<file path="config.mk">
export PLATFORM = sky130hd
export DESIGN_NAME = accel_decimation_filter_flat
export DESIGN_NICKNAME = d
export VERILOG_FILES = /design/src/rtl/accel_decimation_filter_if.sv /design/src/rtl/accel_decimation_filter.sv /design/src/flat_wrapper.sv
export SDC_FILE = /design/constraint.sdc
export NUM_CORES = 1
export LEC_CHECK = 0
export ABC_AREA = 1
export BUFFER_PORTS_ARGS = -buffer_cell sky130_fd_sc_hd__buf_4
export CAP_MARGIN = 5
export CORE_MARGIN = 5
export CORE_UTILIZATION = 54
export CTS_CLUSTER_SIZE = 8
export DETAILED_ROUTE_END_ITERATION = 10
export PLACE_DENSITY = 0.77
export SETUP_SLACK_MARGIN = 0.15
export SLEW_MARGIN = 10
export SYNTH_ARGS = -nofsm -noshare
export SYNTH_HDL_FRONTEND = slang
export SYNTH_SLANG_ARGS = --single-unit
</file>
<file path="constraint.sdc">
create_clock -name clk -period 2.4 [get_ports clk]
set_input_delay 0.36 -clock clk [delete_from_list [all_inputs] [get_ports clk]]
set_output_delay 0.36 -clock clk [all_outputs]
set_load 0.02 [all_outputs]
</file>
<file path="src/rtl/accel_decimation_filter_if.sv">
// Sample-in / FIFO-write-out bundle for the boxcar decimator.
// The slave modport is the filter; the master modport drives samples and config and consumes writes.
interface accel_decimation_filter_if #(
    parameter int IN_WIDTH  = 20,
    parameter int OUT_WIDTH = 24,
    parameter int MAX_SHIFT = 4
);
    logic                        filter_en;
    logic [2:0]                  dec_shift;
    logic                        sample_valid;
    logic signed [IN_WIDTH-1:0]  sample_data;
    logic                        wr_en;
    logic signed [OUT_WIDTH-1:0] filter_fifo_data;
    logic [MAX_SHIFT:0]          block_cnt;

    modport slave (
        input  filter_en,
        input  dec_shift,
        input  sample_valid,
        input  sample_data,
        output wr_en,
        output filter_fifo_data,
        output block_cnt
    );

    modport master (
        output filter_en,
        output dec_shift,
        output sample_valid,
        output sample_data,
        input  wr_en,
        input  filter_fifo_data,
        input  block_cnt
    );
endinterface

</file>
<file path="src/rtl/accel_decimation_filter.sv">
// Boxcar-averaging decimator: sums blocks of 2^shift raw samples and writes the
// floor-shifted average straight into the per-axis FIFO (no backpressure).
module accel_decimation_filter #(
    parameter int IN_WIDTH  = 20,
    parameter int OUT_WIDTH = 24,
    parameter int MAX_SHIFT = 4
) (
    input  logic                        clk,
    input  logic                        rst_n,
    accel_decimation_filter_if.slave    bus
);
    localparam int ACC_W = IN_WIDTH + MAX_SHIFT;
    localparam int CNT_W = MAX_SHIFT + 1;

    typedef enum logic [0:0] {
        IDLE  = 1'b0,
        ACCUM = 1'b1
    } state_t;

    function automatic logic [2:0] clamp_shift(input logic [2:0] s);
        if (s > 3'(MAX_SHIFT)) begin
            return 3'(MAX_SHIFT);
        end else begin
            return s;
        end
    endfunction

    state_t                      state_r;
    logic [2:0]                  shift_r;
    logic signed [ACC_W-1:0]     acc_r;
    logic [CNT_W-1:0]            cnt_r;
    logic                        wr_en_r;
    logic signed [OUT_WIDTH-1:0] data_r;

    logic [2:0]                  shift_next_s;
    logic                        cfg_change_s;
    logic signed [IN_WIDTH-1:0]  sample_s;
    logic signed [ACC_W-1:0]     sum_s;
    logic signed [ACC_W-1:0]     avg_s;
    logic [CNT_W-1:0]            last_idx_s;

    // Next-sum, block-end index and floor average for the sample on this edge.
    always_comb begin
        shift_next_s = clamp_shift(bus.dec_shift);
        cfg_change_s = 1'b0;
        if (shift_next_s != shift_r) begin
            cfg_change_s = 1'b1;
        end else begin
            cfg_change_s = 1'b0;
        end
        sample_s   = bus.sample_data;
        sum_s      = acc_r + ACC_W'(sample_s);
        avg_s      = sum_s >>> shift_r;
        last_idx_s = (CNT_W'(1) << shift_r) - CNT_W'(1);
    end

    // Enable FSM, block accumulation and registered FIFO write port.
    always_ff @(posedge clk or negedge rst_n) begin
        if (!rst_n) begin
            state_r <= IDLE;
            shift_r <= 3'd0;
            acc_r   <= '0;
            cnt_r   <= '0;
            wr_en_r <= 1'b0;
            data_r  <= '0;
        end else begin
            wr_en_r <= 1'b0;
            // A shift change restarts the block regardless of state; the edge's sample is dropped.
            if (cfg_change_s) begin
                shift_r <= shift_next_s;
                acc_r   <= '0;
                cnt_r   <= '0;
                if (bus.filter_en) begin
                    state_r <= ACCUM;
                end else begin
                    state_r <= IDLE;
                end
            end else begin
                case (state_r)
                    IDLE: begin
                        acc_r <= '0;
                        cnt_r <= '0;
                        if (bus.filter_en) begin
                            state_r <= ACCUM;
                        end else begin
                            state_r <= IDLE;
                        end
                    end
                    ACCUM: begin
                        if (!bus.filter_en) begin
                            state_r <= IDLE;
                            acc_r   <= '0;
                            cnt_r   <= '0;
                        end else if (bus.sample_valid) begin
                            if (cnt_r == last_idx_s) begin
                                data_r  <= OUT_WIDTH'(avg_s);
                                wr_en_r <= 1'b1;
                                acc_r   <= '0;
                                cnt_r   <= '0;
                            end else begin
                                acc_r <= sum_s;
                                cnt_r <= cnt_r + CNT_W'(1);
                            end
                        end else begin
                            acc_r <= acc_r;
                        end
                    end
                    default: begin
                        state_r <= IDLE;
                        acc_r   <= '0;
                        cnt_r   <= '0;
                    end
                endcase
            end
        end
    end

    assign bus.wr_en            = wr_en_r;
    assign bus.filter_fifo_data = data_r;
    assign bus.block_cnt        = cnt_r;
endmodule

</file>
<file path="src/flat_wrapper.sv">
// flat-port wrapper written by rule: the top's interface ports become plain ports
module accel_decimation_filter_flat 
#(
    parameter int IN_WIDTH  = 20,
    parameter int OUT_WIDTH = 24,
    parameter int MAX_SHIFT = 4
)
  (clk, rst_n, bus_filter_en, bus_dec_shift, bus_sample_valid, bus_sample_data, bus_wr_en, bus_filter_fifo_data, bus_block_cnt);
  accel_decimation_filter_if #(.IN_WIDTH(IN_WIDTH), .OUT_WIDTH(OUT_WIDTH), .MAX_SHIFT(MAX_SHIFT)) bus_i ();
  input  logic clk;
  input  logic rst_n;
  input wire logic [$bits(bus_i.filter_en)-1:0] bus_filter_en;
  input wire logic [$bits(bus_i.dec_shift)-1:0] bus_dec_shift;
  input wire logic [$bits(bus_i.sample_valid)-1:0] bus_sample_valid;
  input wire logic [$bits(bus_i.sample_data)-1:0] bus_sample_data;
  output wire logic [$bits(bus_i.wr_en)-1:0] bus_wr_en;
  output wire logic [$bits(bus_i.filter_fifo_data)-1:0] bus_filter_fifo_data;
  output wire logic [$bits(bus_i.block_cnt)-1:0] bus_block_cnt;
  assign bus_i.filter_en = bus_filter_en;
  assign bus_i.dec_shift = bus_dec_shift;
  assign bus_i.sample_valid = bus_sample_valid;
  assign bus_i.sample_data = bus_sample_data;
  assign bus_wr_en = bus_i.wr_en;
  assign bus_filter_fifo_data = bus_i.filter_fifo_data;
  assign bus_block_cnt = bus_i.block_cnt;
  accel_decimation_filter #(.IN_WIDTH(IN_WIDTH), .OUT_WIDTH(OUT_WIDTH), .MAX_SHIFT(MAX_SHIFT)) u_core (.clk(clk), .rst_n(rst_n), .bus(bus_i));
endmodule
</file>
==> Word-level counts from Yosys, hierarchy flattened <==
Index checks and enable logic that the tools add are counted.
{ "op_classes": {"eq_ne": 3, "add_sub_neg": 3, "n_reduce_logical": 1, "n_bitwise": 2, "shift": 2, "magnitude_cmp": 1, "muxes": 18} }
{ "ops": {"columns": ["operator", "count"], "rows": [
  ["2-to-1 mux 24 bit", 4],
  ["one-hot mux 24 bit (2 select lines)", 1],
  ["adder 24 x 20 -> 24 bit", 1],
  [">>> shifter 24 x 3 -> 24 bit", 1],
  ["2-to-1 mux 5 bit", 4],
  ["one-hot mux 5 bit (2 select lines)", 1],
  ["2-to-1 mux 1 bit", 7],
  ["adder 5 x 1 -> 5 bit (second input constant)", 1],
  ["== test 5 bit", 1],
  ["AND reduction 5 bit", 1],
  ["left shift 1 x 3 -> 5 bit (first input constant)", 1],
  ["subtractor 5 x 2 -> 5 bit (second input constant)", 1],
  ["inequality test 4 bit (second input constant)", 1],
  ["> comparator 3 bit (second input constant)", 1],
  ["2-to-1 mux 3 bit", 1],
  ["inequality test 3 bit", 1],
  ["NOT 1 bit", 2]
]} }
{ "word_totals": {"reg_bits": 58} }

==> Logic depth before layout (Yosys ltp) <==
Gate-level depths: netlist of the first run.
{ "depth": {"word_depth": 8, "depth_mapped": 15} }

==> Worst setup path after synthesis of the first run <==
Ideal clock, no wire load.
{ "synth_timing": {"path_kind": "register -> register", "startpoint": "register u_core.shift_r[0]", "endpoint": "register u_core.data_r[19], in the netlist u_core.bus.filter_fifo_data[19]", "path_slack_ps": 88, "n_path_buf": 2, "path_stages_with_launch": 14, "setup_ps": 128, "t_arrival_ps": 2184, "cell_sequence": "dfrtp_1 > buf_6 > nor2_1 > nand2_1 > ha_1 > o21ai_0 > xnor2_1 > xor2_1 > nand3_4 > inv_1 > buf_4 > o21ai_0 > inv_1 > a21boi_0"} }
{ "synth_between": {"elab_chain_len": 4, "word_cells_on_any_way": 8} }
{ "synth_rtl": {"columns": ["item", "line", "source"], "rows": [
  ["start: declaration", "accel_decimation_filter.sv:29", "logic [2:0] shift_r;"],
  ["start signal: assignment", "accel_decimation_filter.sv:70", "shift_r <= shift_next_s;"],
  ["left shift 1 x 3 -> 5 bit or inequality test 3 bit (tied branches)", "accel_decimation_filter.sv:54, accel_decimation_filter.sv:46", null],
  ["subtractor 5 x 2 -> 5 bit or 2-to-1 mux 1 bit (tied branches)", "accel_decimation_filter.sv:54, accel_decimation_filter.sv:46", null],
  ["== test 5 bit or NOT 1 bit (tied branches)", null, null],
  ["AND reduction 5 bit (no line)", null, null],
  ["end signal: assignment", "accel_decimation_filter.sv:96", "data_r <= OUT_WIDTH'(avg_s);"],
  ["end: declaration", "accel_decimation_filter.sv:33", "logic signed [OUT_WIDTH-1:0] data_r;"]
]} }
Several ways; a longest one is shown, not always the timed one.
A chain may end at the register's enable or synchronous reset.

==> Final worst setup path of the first run <==
{ "layout_timing": {"startpoint": "register u_core.shift_r[0]", "endpoint": "register u_core.data_r[10], in the netlist u_core.bus.filter_fifo_data[10]"} }
Same word-level chain as after synthesis.

==> metrics.md, run 1 <==
| Metric | Value |
|---|---|
| Outcome | `complete, no violations` |
| Nets | `approximately 840` |
| Routed len/inst | `around 17 µm` |
| Layout cell share with drive strength beyond 1 | `0.2704` |
| Via count | `about 5.1k` |
| Setup tns final | `0 ps` |
| Fin crit share | `0.9674` |
| Setup Slack @ Placement | `-43.00 ps` |
| Ports | `57` |
| RSZ-0062 raised after global routing | `yes` |
| Cell Rows | `33` |
| Final setup vio count | `0` |
| R2R depth | `14` |
| Die Y | `102.8 µm` |
| Initial drt markers | `363` |
| P_sw | `between 800 and 900 µW` |
| Syn_area_per_cell | `about 6.6 µm²` |
| CP top delay family | `simple AND/OR/NAND/NOR gates` |
| CTS tree | `yes` |
| Fin crit period | `roughly 2300 ps` |
| Hold Crit Class | `input pin to asynchronous set/reset pin` |
| CTS Sinks | `58` |
| Cell Pwr Density | `roughly 420 mW/mm²` |
| DRC | `0` |
| Finished Core Util | `0.7582` |
| Drt total wl | `15.72 mm` |
| Synth warnings | `0` |
| Sequential power share | `0.385` |
| Root buffer cell | `clkbuf_8` |
| Clk slew on worst S/H paths | `80 ps` |
| R2r endpoint | `u_core.bus.filter_fifo_data[10]$_DFFE_PN0P_` |
| Clock Skew | `about 12 ps` |
| Peak supply drop | `about 0.0004 V` |
| Synth Cell Area | `between 0.004 and 0.005 mm²` |
| Synth-to-layout area growth | `35.22%` |
| Initial antenna violation count | `0` |
| Number of global-route vias before repair | `a little under 5k` |
| Critical path capture point type | `register` |
| Die width | `102.8 µm` |
| Crit path cell chain | `inv_2 > nor2_4 > nand2_2 > ha_4 > xor2_4 > nand2_1 > nand3_2 > nor3_4 > nand3_4 > buf_12 > nor2_4 > buf_6 > nand3_1 > nand3_1` |
| Bufs and invs on worst path | `3` |
| Fraction of power spent switching nets | `0.3064` |
| Diode count | `0` |
| DR pass1 iterations | `5` |
| Synth Register Bits | `between 50 and 60` |
| Tot GR Track Use | `0.2965` |
| H-tree depth | `3` |
| Setup WS post-layout | `roughly 80 ps` |
| Crit Path Max Fanout | `9` |
| Count of cell types in the netlist | `33` |
| Routability cong. | `roughly 0.99` |
| Seq/Total Area, Yosys | `0.3119` |
| Commonest non-fill, non-tap cell in the layout | `nand2_1` |
| Critical path class | `register to register` |
| CP required | `about 2700 ps` |
| Max-slew violation count | `0` |
| Clock share of power | `0.403` |
| Combinational cell fraction of total power | `0.212` |
| Initial Util | `0.5607` |
| Clock network latency to the later pin of the worst-skew pair | `approximately 350 ps` |
| Reg2reg start | `u_core.shift_r[0]$_DFFE_PN0N_` |
| First-pass GRT wire length | `24.13 mm` |
| Startpoint Class | `register` |
| IO buf count | `56` |
| Total gr overflow | `0` |
| Via-per-instance ratio | `roughly 5.7` |
| Leakage | `about 0.0032 µW` |
| Fmax | `approximately 430 MHz` |
| Final hold vios | `0` |
| Pint | `around 1800 µW` |
| Cts bufs inserted | `9` |
| Syn Nets | `between 700 and 800` |
| Fill cell count | `633` |
| ANT nets after route | `0` |
| Critical path arrival | `2600 ps` |
| Worst-Margin Slew | `~780 ps` |
| R2r setup slk | `roughly 78 ps` |
| Core box area | `about 0.0083 mm²` |
| Die ar. | `around 0.011 mm²` |
| DP HPWL | `10.86 mm` |
| Max_cap viols | `0` |
| Max-slew headroom | `0.4829` |
| CP max stage cell | `dfrtp_1` |
| Hold-fix buffers at CTS | `0` |
| Most frequent cells in the layout | `nand2_1 (231), nand3_1 (95), buf_4 (81), inv_1 (78), dfrtp_1 (57)` |
| Max Root-Sink Buffers | `2` |
| Mapped Cells | `705` |
| Largest stage delay on the critical path | `~430 ps` |
| Largest net degree at the start of global routing | `between 50 and 60` |
-- synth_stat cells (all sizes together) --
cell type	instances	area, µm²
a21oi	16	80.08
inv	85	319.1
o211ai	3	22.52
dfrtp	58	1451
nand3	115	588.1
o21bai	1	7.510
a21boi	2	15.01
clkbuf	13	48.80
a32o	8	80.08
nor3	4	25.02
o21ai	33	165.2
nand2	245	922.1
xor2	11	96.34
xnor2	11	96.34
a22oi	2	15.01
buf	7	50.04
and2	1	6.260
fa	1	20.02
o21a	1	7.510
nand4	8	50.05
nand3b	6	45.04
nor2	40	172.7
ha	25	312.8
or2	9	56.30
-- power groups by stage --
stage	Sequential (µW)	Clock, µW	Combinational [µW]
after floorplan	1030	0	274
after global placement	1020	0	438
after detailed placement	1020	0	446
after CTS	1000	1050	477
after global routing	1010	1090	608
final	1010	1060	556
-- sequential cells by signal, indices dropped and copies added (netlist names) --
signal and count:
u_core.bus.wr_en 1, u_core.bus.filter_fifo_data 24, u_core.acc_r 24, u_core.shift_r 3, u_core.bus.block_cnt 5, u_core.state_r 1
-- worst max path at each step --
stage	start	end	slack [ps]	cells after the start
after global placement	bus_sample_data[18]	u_core.bus.filter_fifo_data[20]$_DFFE_PN0P_	40	12
final	u_core.shift_r[0]$_DFFE_PN0N_	u_core.bus.filter_fifo_data[10]$_DFFE_PN0P_	80	14
after floorplan	u_core.shift_r[0]$_DFFE_PN0N_	u_core.bus.filter_fifo_data[19]$_DFFE_PN0P_	160	14
after global routing	u_core.shift_r[0]$_DFFE_PN0N_	u_core.bus.filter_fifo_data[2]$_DFFE_PN0P_	-20	13
after detailed placement	u_core.shift_r[0]$_DFFE_PN0N_	u_core.bus.filter_fifo_data[19]$_DFFE_PN0P_	-40	12
after CTS	u_core.acc_r[5]$_DFFE_PN0P_	u_core.bus.filter_fifo_data[19]$_DFFE_PN0P_	150	14
-- layer usage --
metal / GRT usage / vias to the layer above / wire length (µm)
met2: 0.4965 / 199 / 7916
met3: 0.03654 / 40 / 918
li1: - / 2461 / -
met4: 0.1484 / 0 / 497
met1: 0.3781 / 2425 / 6386
met5: 0 / - / 0
-- timing repair --
item,in CTS,in global routing
setup endpoints to repair,52,47
pin swaps,2,16
buffers inserted,7,8
endpoints found under the hold margin,0,0
cloned,3,0
resized for setup,34,86
-- stage by stage --
step	hold slack, ps	instances	total power [µW]	instance area (µm²)
after floorplan	64.41	705	1302	4663
after global placement	472.2	867	1460	5286
after detailed placement	478.8	867	1468	5286
after CTS	114.5	892	2535	5778
after global routing	135.7	900	2708	6292
final	60.97	900	2618	6292
-- cell families after synthesis --
logic type | after synthesis | share of synthesized area
compound gates | 66 | 0.08443
xor+xnor | 22 | 0.04141
fa+ha+maj | 26 | 0.07152
buf+inv | 105 | 0.08981
flops | 58 | 0.3119
simple gates | 428 | 0.4009
-- worst register-to-register path, stage by stage, from the launching register on --
cell and delay (ps):
dfrtp_1 430, inv_2 80, nor2_4 100, nand2_2 70, ha_4 190, xor2_4 190, nand2_1 110, nand3_2 110
nor3_4 190, nand3_4 130, buf_12 160, nor2_4 160, buf_6 160, nand3_1 80, nand3_1 100
-- final cells by class --
class	instances	area [µm²]	share of cell area
Inverter	85	334.1	0.05309
Timing Repair inverter	1	6.256	0.0009942
Tap cell	105	131.4	0.02088
Clock inverter	5	78.83	0.01253
Clock buffer	10	137.6	0.02187
Multi-Input combinational cell	542	3337	0.5303
Timing Repair Buffer	94	814.5	0.1294
Sequential cell	58	1453	0.2309
Power figures use the tool's default switching activity.
==> inputs of run 2 (changes only) <==
--- a/config.mk
+++ b/config.mk
@@ -8,7 +8,7 @@
 export ABC_AREA = 1
 export BUFFER_PORTS_ARGS = -buffer_cell sky130_fd_sc_hd__buf_4
 export CAP_MARGIN = 5
-export CORE_MARGIN = 5
+export CORE_MARGIN = 2
 export CORE_UTILIZATION = 54
 export CTS_CLUSTER_SIZE = 8
 export DETAILED_ROUTE_END_ITERATION = 10
==> constraint.sdc (replaced) <==
create_clock -name clk -period 2 [get_ports clk]
set_input_delay 0.3 -clock clk [delete_from_list [all_inputs] [get_ports clk]]
set_output_delay 0.3 -clock clk [all_outputs]
set_load 0.02 [all_outputs]
==> metrics.md, run 2 (same netlist as run 1, synthesis figures left out) <==
| Metric | Value |
|---|---|
| Outcome | `complete, but fails checks` |
| Failing checks | `setup timing` |
| Root buffer cell | `clkbuf_8` |
| Most frequent cells in the layout | `nand2_1 (226), buf_4 (143), nand3_1 (98), inv_1 (80), dfrtp_1 (56)` |
| Layout cell share with drive strength beyond 1 | `0.3213 (+0.05082)` |
| Cell Rows | `33 (unchanged)` |
| Number of global-route vias before repair | `5,307 (+7.6%)` |
| Via count | `5,483 (+7.0%)` |
| Crit Path Max Fanout | `5 (-4)` |
| RSZ-0062 raised after global routing | `yes` |
| Core box area | `0.008299 mm² (unchanged)` |
| Clock network latency to the later pin of the worst-skew pair | `350 ps (about the same)` |
| Hold Crit Class | `input pin to asynchronous set/reset pin` |
| P_sw | `988.6 µW (+23%)` |
| Initial Util | `0.5607 (unchanged)` |
| Final setup vio count | `53 (+53)` |
| Drt total wl | `16.26 mm (+3.4%)` |
| CTS tree | `yes` |
| Startpoint Class | `register` |
| Diode count | `0 (unchanged)` |
| Clk slew on worst S/H paths | `70 ps (about the same)` |
| Sequential power share | `0.369 (-0.016)` |
| Cts bufs inserted | `9 (unchanged)` |
| WL met3 | `1.133 mm (+23%)` |
| Fin crit period | `2300 ps (-21.83 ps)` |
| Pint | `2288 µW (+26%)` |
| Die ar. | `0.009376 mm² (-11%)` |
| H-tree depth | `3 (unchanged)` |
| IO buf count | `56 (unchanged)` |
| Fraction of power spent switching nets | `0.3017 (-0.004705)` |
| Ports | `57 (unchanged)` |
| Final hold vios | `0 (unchanged)` |
| Nets | `904 (+7.1%)` |
| R2R depth | `12 (-2)` |
| CP required | `2220 ps (-460 ps)` |
| Cell Pwr Density | `488.8 mW/mm² (+17%)` |
| Initial antenna violation count | `0 (unchanged)` |
| Tot GR Track Use | `0.3284 (+0.03190)` |
| DR pass1 iterations | `7 (+2)` |
| DRC | `0 (unchanged)` |
| Fmax | `434.8 MHz (+0.95%)` |
| Clock share of power | `0.400 (-0.003)` |
| Max Root-Sink Buffers | `2 (unchanged)` |
| Die Y | `96.83 µm (-5.8%)` |
| DP HPWL | `10.95 mm (+0.83%)` |
| Critical path capture point type | `register` |
| Leakage | `0.003567 µW (+11%)` |
| First-pass GRT wire length | `25.26 mm (+4.7%)` |
| CTS Sinks | `58 (unchanged)` |
| Sequential Area | `0.001454 mm² (about the same)` |
| Fill cell count | `559 (-12%)` |
| Max-slew headroom | `0.4661 (-0.01682)` |
| R2r setup slk | `-300 ps (-380 ps)` |
| Initial drt markers | `436 (+20%)` |
| WL met1 | `6.409 mm (+0.36%)` |
| Combinational cell fraction of total power | `0.231 (+0.019)` |
| Clock Skew | `14.41 ps (+2.316 ps)` |
| Top routing layer in use | `met4` |
| Fin crit share | `1.150 (+0.1826)` |
| Peak supply drop | `0.0003640 V (-7.0%)` |
| Largest net degree at the start of global routing | `59 (unchanged)` |
| Max-slew violation count | `0 (unchanged)` |
| Setup Slack @ Placement | `-444.1 ps (-401.1 ps)` |
| Synth-to-layout area growth | `44.07%` |
| Die width | `96.83 µm (-5.8%)` |
| Routed len/inst | `16.92 µm (-3.1%)` |
| Setup WS post-layout | `-299.9 ps (-378.2 ps)` |
| Footprint of the multi-input gates | `0.003283 mm² (-1.6%)` |
| Total gr overflow | `0 (unchanged)` |
| Setup tns final | `-13,030 ps (-13,030 ps)` |
| ANT nets after route | `0 (unchanged)` |
| Via-per-instance ratio | `5.706 (+0.19%)` |
| Worst-Margin Slew | `800.9 ps (+25.23 ps)` |
| Reg2reg start | `u_core.shift_r[0]$_DFFE_PN0N_` |
| R2r endpoint | `u_core.bus.filter_fifo_data[19]$_DFFE_PN0P_` |
| Commonest non-fill, non-tap cell in the layout | `nand2_1` |
| Critical path class | `register to register` |
| Critical path arrival | `2520 ps (-80 ps)` |
| Met2 WL | `7.937 mm (+0.27%)` |
| Routability cong. | `0.9719 (-2.1%)` |
| Max_cap viols | `0 (unchanged)` |
==> run 2: cell types whose count changed in the layout (fill, tap and decap cells not counted), moves of 4 or more <==
cell / change
buf_4: +62
nor2_2: -7
o21ai_2: +19
nand2_1: -5
o21ai_1: +4
o21ai_0: -22
ha_1: +10
nand2_2: +4
ha_4: -10
nor2_1: +6
==> run 2: power by group through the flow <==
stage                     sequential [µW]  combinational (µW)  clock [µW]
after CTS                            1210                 693        1300
after floorplan                      1240                 342           0
after global placement               1230                 626           0
after global routing                 1210                 822        1360
final                                1210                 758        1310
after detailed placement             1230                 636           0
==> run 2: metrics by stage <==
stage                     std cells  hold slack (ps)    util  power [µW]  cell area (µm²)
after CTS                       957            70.01  0.7752        3202             6434
final                           961            27.78  0.8078        3277             6704
after floorplan                 705            4.409       -        1577             4742
after detailed placement        936            425.1  0.7108        1866             5899
after global placement          936            419.4  0.7108        1855             5899
after global routing            961            74.93  0.8078        3394             6704
==> run 2: cell type report <==
| cell class | instances | area share |
|---|---|---|
| sequential | 58 | 0.2169 |
| timing repair buffer | 155 | 0.1909 |
| clock buffer | 12 | 0.02314 |
| inverter | 85 | 0.04871 |
| tap | 105 | 0.01960 |
| multi-input combinational | 542 | 0.4897 |
| clock inverter | 4 | 0.01101 |
==> run 2: worst max-delay path, stage by stage (launching register included) <==
cell and delay, ps:
dfrtp_2 440, inv_4 60, nor2_4 140, nand2_2 80
ha_4 170, xor2_2 180, o21ai_1 260, nor3_4 90
nand3_4 150, inv_2 70, buf_4 150, or2_2 260
a21boi_1 130
==> run 2: worst max-delay path by stage <==
stage,end,slack [ps],from
after global routing,u_core.bus.filter_fifo_data[5]$_DFFE_PN0P_,-410,u_core.shift_r[0]$_DFFE_PN0N_
after global placement,u_core.bus.filter_fifo_data[2]$_DFFE_PN0P_,-380,bus_sample_data[0]
after detailed placement,u_core.bus.filter_fifo_data[2]$_DFFE_PN0P_,-440,bus_sample_data[0]
after CTS,u_core.bus.filter_fifo_data[13]$_DFFE_PN0P_,-200,u_core.shift_r[1]$_DFFE_PN0N_
after floorplan,u_core.bus.filter_fifo_data[13]$_DFFE_PN0P_,-160,u_core.shift_r[0]$_DFFE_PN0N_
final,u_core.bus.filter_fifo_data[19]$_DFFE_PN0P_,-300,u_core.shift_r[0]$_DFFE_PN0N_
==> run 2: timing repair <==
item,CTS,global route
hold buffers,0,0
buffers inserted,5,2
gates resized for setup,75,41
setup endpoints to repair,54,54
cloned,0,2
pin swaps,27,9
==> run 2: routing by layer <==
metal,GRT usage,vias to the layer above
met4,0.1593,0
met1,0.3988,2535
met5,0,-
met2,0.5668,284
met3,0.05130,75
li1,-,2589
